`src/rtl/mem_wb_stage.sv`:
```
// rtl/mem_wb_stage.sv - MEM/WB pipeline register with load formatting, writeback select and retire counter
//
// Ports:
//   clk, rst_n      clock, asynchronous active-low reset
//   stall, flush    hold contents / insert bubble (flush wins)
//   m_valid         memory stage holds a valid instruction
//   m_rd            destination register
//   m_reg_write     instruction writes rd
//   m_wb_sel        writeback source: 00 ALU, 01 load, 10 pc+4, 11 ALU
//   m_funct3        load size/sign: 000 LB, 001 LH, 010 LW, 100 LBU, 101 LHU (others LW)
//   m_alu_result    ALU result / memory address
//   m_read_data     word read from data memory
//   m_pc_plus4      return address for JAL/JALR
//   wb_valid        writeback holds a valid instruction
//   wb_rd           destination register
//   wb_we           register-file write enable
//   wb_data         data to write (also the forwarding value)
//   wb_misaligned   load-address-misaligned flag for the held instruction
//   retire_count    retired-instruction count
module mem_wb_stage #(
    parameter int XLEN  = 32,
    parameter int CNT_W = 64
) (
    input  logic             clk,
    input  logic             rst_n,
    input  logic             stall,
    input  logic             flush,
    input  logic             m_valid,
    input  logic [4:0]       m_rd,
    input  logic             m_reg_write,
    input  logic [1:0]       m_wb_sel,
    input  logic [2:0]       m_funct3,
    input  logic [XLEN-1:0]  m_alu_result,
    input  logic [XLEN-1:0]  m_read_data,
    input  logic [XLEN-1:0]  m_pc_plus4,
    output logic             wb_valid,
    output logic [4:0]       wb_rd,
    output logic             wb_we,
    output logic [XLEN-1:0]  wb_data,
    output logic             wb_misaligned,
    output logic [CNT_W-1:0] retire_count
);

    localparam logic [1:0] WB_SEL_LOAD = 2'b01;
    localparam logic [1:0] WB_SEL_PC4  = 2'b10;

    logic [1:0]      off;
    logic [7:0]      byte_val;
    logic [15:0]     half_val;
    logic            is_byte;
    logic            is_half;
    logic            is_word;
    logic [XLEN-1:0] load_data;
    logic [XLEN-1:0] data_nxt;
    logic            mis_nxt;
    logic            we_nxt;
    logic            retire_nxt;

    always_comb begin
        off      = m_alu_result[1:0];
        byte_val = m_read_data[{off, 3'b000} +: 8];
        half_val = off[1] ? m_read_data[31:16] : m_read_data[15:0];

        // Unused funct3 encodings fall through to a full-word load.
        is_byte = (m_funct3 == 3'b000) || (m_funct3 == 3'b100);
        is_half = (m_funct3 == 3'b001) || (m_funct3 == 3'b101);
        is_word = !is_byte && !is_half;

        // funct3[2] distinguishes the unsigned variants of byte/half loads.
        load_data = m_read_data;
        if (is_byte) begin
            load_data = {{(XLEN-8){byte_val[7] & ~m_funct3[2]}}, byte_val};
        end else if (is_half) begin
            load_data = {{(XLEN-16){half_val[15] & ~m_funct3[2]}}, half_val};
        end

        case (m_wb_sel)
            WB_SEL_LOAD: data_nxt = load_data;
            WB_SEL_PC4:  data_nxt = m_pc_plus4;
            default:     data_nxt = m_alu_result;
        endcase

        mis_nxt    = m_valid && (m_wb_sel == WB_SEL_LOAD)
                     && ((is_half && off[0]) || (is_word && (off != 2'b00)));
        we_nxt     = m_valid && m_reg_write && (m_rd != 5'd0) && !mis_nxt;
        retire_nxt = m_valid && !mis_nxt;
    end

    always_ff @(posedge clk or negedge rst_n) begin
        if (!rst_n) begin
            wb_valid      <= 1'b0;
            wb_rd         <= 5'd0;
            wb_we         <= 1'b0;
            wb_data       <= '0;
            wb_misaligned <= 1'b0;
            retire_count  <= '0;
        end else if (flush) begin
            // Bubble: kill the control bits, leave rd/data as they were.
            wb_valid      <= 1'b0;
            wb_we         <= 1'b0;
            wb_misaligned <= 1'b0;
        end else if (!stall) begin
            wb_valid      <= m_valid;
            wb_rd         <= m_rd;
            wb_we         <= we_nxt;
            wb_data       <= data_nxt;
            wb_misaligned <= mis_nxt;
            if (retire_nxt) begin
                retire_count <= retire_count + {{(CNT_W-1){1'b0}}, 1'b1};
            end
        end
    end

endmodule

```
`config.mk`:
```
export PLATFORM = sky130hd
export DESIGN_NAME = mem_wb_stage
export DESIGN_NICKNAME = d
export VERILOG_FILES = /design/src/rtl/mem_wb_stage.sv
export SDC_FILE = /design/constraint.sdc
export NUM_CORES = 1
export LEC_CHECK = 0
export ABC_CLOCK_PERIOD_IN_PS = 1900
export CORE_MARGIN = 4
export CORE_UTILIZATION = 35
export CTS_BUF_LIST = sky130_fd_sc_hd__clkbuf_2
export DETAILED_ROUTE_END_ITERATION = 16
export PLACE_DENSITY = 0.68
export SLEW_MARGIN = 20
export SYNTH_ARGS = -nofsm -noshare
export SYNTH_HDL_FRONTEND = slang
export SYNTH_SLANG_ARGS = --single-unit
```
`constraint.sdc`:
```
create_clock -name clk -period 1.9 [get_ports clk]
set_clock_uncertainty 0.15 [all_clocks]
set_input_delay 0.57 -clock clk [delete_from_list [all_inputs] [get_ports clk]]
set_output_delay 0.57 -clock clk [all_outputs]
set_load 0.05 [all_outputs]
```
==> summary.txt <==
GRT
  • GRT Total Usage: 0.284
  • Gr ovfl total: 0
  • Largest net degree at the start of global routing: 44
  • Initial antenna violation count: 2
  • Vias in the first global route: 7749
  • Global-route wire length before repair: 41500 um

Final layout
  • Post-route insts no fill: 1321
  • Multi-input gate area: 3720 sq um
  • Register area: 2660 sq um
  • Commonest non-fill, non-tap cell in the layout: buf_4
  • Most frequent cells in the layout: 190 x buf_4, 117 x buf_12, 104 x clkdlybuf4s50_1, 82 x nand2_1, 80 x buf_6
  • Final instance area: 12600 sq um
  • Nets@finish: 1213
  • Area Overhead vs Synth: 117%
  • Layout cells sized above 1: 0.497
  • End-of-flow core utilization: 0.784
  • # fillers: 922

Clock tree
  • Reg clk slew, reported paths: 0.34 ns
  • TritonCTS Buffers: 9
  • Max clock buf depth: 2
  • CTS tree: yes
  • Root Driver: clkbuf_2
  • H-tree Lvls: 3
  • Clock Sink Count: 104
  • Clock Latency Late Sink: 0.67 ns

Synthesis
  • Syn. warnings: 0
  • Syn avg cell area: 9.26 sq um
  • Post-Synthesis Cells: 629
  • Post-synth EDFFs: 0
  • Synth Cell Area: 5820 sq um
  • Post-synth ARST share: 1.00
  • Seq cells post-synth: 104
  • Synth cell types: 47
  • Sequential share of the synthesized area: 0.447
  • Synth Flop Type: dfrtp_1
  • Mapped Nets: 744

Floorplan
  • Die height: 137 um
  • Core area: 16100 sq um
  • Chip width: 137 um
  • Die area: 18800 sq um
  • Std cell rows: 46
  • I/O pins: 216
  • Initial Utilization: 0.361

Route
  • Final ANT Viol Nets: 0
  • TritonRoute pass-1 iters: 5
  • Drt drc: 0
  • DR vias/cell: 5.69
  • Vias: 7515
  • Iter 0 DRT Violations: 718
  • Routed WL: 30100 um
  • Routed wire per std cell: 22.8 um

Setup path
  • Path depth of the worst reg2reg path: 7
  • Crit. End Element: flip-flop
  • CP Max Fanout: 6
  • FF-to-FF Start: retire_count[34]
  • Critical Path End: retire_count[63]
  • Flop-to-flop setup slack: -0.45 ns
  • WP data arrival: 2.77 ns
  • Worst Path Required: 2.32 ns
  • Critical Setup Path Class: flip-flop to flip-flop
  • Beginning of the critical path: retire_count[34]
  • Startpoint Class: flip-flop
  • Worst R2R End: retire_count[63]

Placed design
  • Placed Cells: 1176
  • DP Area: 10600 sq um
  • Final GP Congestion: 0.895
  • Port Buffers: 215
  • DP Wirelength: 18200 um

Timing
  • Post-layout min period: 2.35 ns
  • Top achievable clock speed: 426 MHz
  • Worst-Margin Slew: 0.459 ns
  • Setup-failing EPs final: 142
  • Period utilization: 1.24
  • Final Hold Viols: 0
  • Final Max Slew Viols: 0
  • Worst Slack Setup Final: -0.449 ns
  • Max-slew headroom: 0.694
  • RSZ-0062 raised after global routing: true

Status
  • Outcome: complete, but fails checks
  • Failing checks: negative setup slack

Pwr
  • Peak supply drop: 0.412 mV
  • PwrDens: 528 nW/um^2
  • Lkg Pwr: 5.90 nW

Min path
  • HP Class: input port to asynchronous set/reset pin

Run
  • Max-cap violations: 0
cells by family (layout without fill, tap and decap cells):
| logic type | Yosys count | count (layout) | synth area share |
|---|---|---|---|
| AOI/OAI and AO/OA | 152 | 152 | 0.166 |
| other | 0 | 2 | 0 |
| buffers and inverters | 53 | 527 | 0.0380 |
| muxes | 11 | 11 | 0.0342 |
| DFF | 104 | 104 | 0.447 |
| adders and majority gates | 3 | 3 | 0.00645 |
| xor gates and xnor gates | 63 | 63 | 0.0948 |
| and+or+nand+nor | 243 | 243 | 0.214 |
registers in the layout, summed over array words and instances (netlist names):
name           flops
retire_count      64
wb_data           32
wb_rd              5
wb_misaligned      1
wb_valid           1
wb_we              1
repair_timing:
item                                    4_1_cts  5_1_grt
setup buffers                                86       43
endpoints found under the hold margin        25        0
pin swaps                                    42       51
endpoints found under the setup margin      161      159
resized for setup                           140       59
hold buffers                                  1        0
Yosys cell counts, types with 2 or more instances:
library cell | instances | area share
mux4_2 | 7 | 0.027
or3_1 | 3 | 0.0032
nor3_1 | 25 | 0.021
buf_4 | 2 | 0.0026
xnor2_1 | 28 | 0.042
a211oi_1 | 15 | 0.019
o221ai_1 | 26 | 0.039
a221oi_1 | 7 | 0.011
nor4_1 | 14 | 0.015
o22ai_1 | 23 | 0.025
buf_2 | 5 | 0.0043
nand4_1 | 19 | 0.020
ha_1 | 3 | 0.0064
and3_1 | 23 | 0.025
mux2i_1 | 3 | 0.0052
nor2b_1 | 2 | 0.0021
xor2_1 | 35 | 0.053
or2_2 | 2 | 0.0021
clkbuf_1 | 30 | 0.019
inv_1 | 13 | 0.0084
nor2_1 | 32 | 0.021
o21ai_0 | 42 | 0.036
a21oi_1 | 36 | 0.031
nand2_1 | 86 | 0.055
and4_1 | 4 | 0.0060
nand3_1 | 20 | 0.017
dfrtp_1 | 104 | 0.45
critical path, cell delays in order (launching register included):
cell,delay (ns)
dfrtp_2,0.46
nand3_1,0.23
nor4_2,0.35
buf_4,0.16
nand4_4,0.18
buf_12,0.20
nor4_4,0.21
xor2_1,0.30
final cells by class:
class	count	share of cell area
timing repair buffer	498	0.457
multi-input combinational	472	0.295
sequential	104	0.210
tap	216	0.0214
clock inverter	7	0.00742
inverter	13	0.00485
clock buffer	9	0.00356
antenna	2	0.000396
worst min-delay path by stage:
stage	end	from	cells past startpoint	slack [ns]
after floorplan	retire_count[0]	rst_n	0	0.12
after global placement	wb_rd[4]	wb_rd[4]	2	0.37
after detailed placement	wb_data[6]	wb_data[6]	2	0.38
after CTS	wb_data[4]	rst_n	2	0.21
after global routing	retire_count[40]	rst_n	2	0.17
final	retire_count[40]	rst_n	2	0.16
through the flow:
step | setup TNS, ns | hold slack (ns) | total power [W] | setup WS (ns)
global placement | -66.79 | 0.370 | 0.00506 | -0.835
floorplan | -6.81 | 0.124 | 0.00360 | -0.234
global route | -31.96 | 0.172 | 0.00689 | -0.450
detailed placement | -71.17 | 0.385 | 0.00511 | -0.931
finish | -25.18 | 0.163 | 0.00668 | -0.449
CTS | -18.47 | 0.207 | 0.00648 | -0.229
report_power, final:
part	total, W	switching [W]	internal (W)	leakage (nW)
combinational	0.00277	0.00135	0.00142	4.54
clock	0.00132	0.000883	0.000439	0.0803
sequential	0.00259	0.000193	0.00239	1.28
per-layer routing:
metal  global-route usage  part of all wire
met1                0.319              0.36
met3               0.0621             0.079
met4                0.136             0.055
met2                0.509              0.51
met5                    0                 0
(Power assumes the default switching activity.)
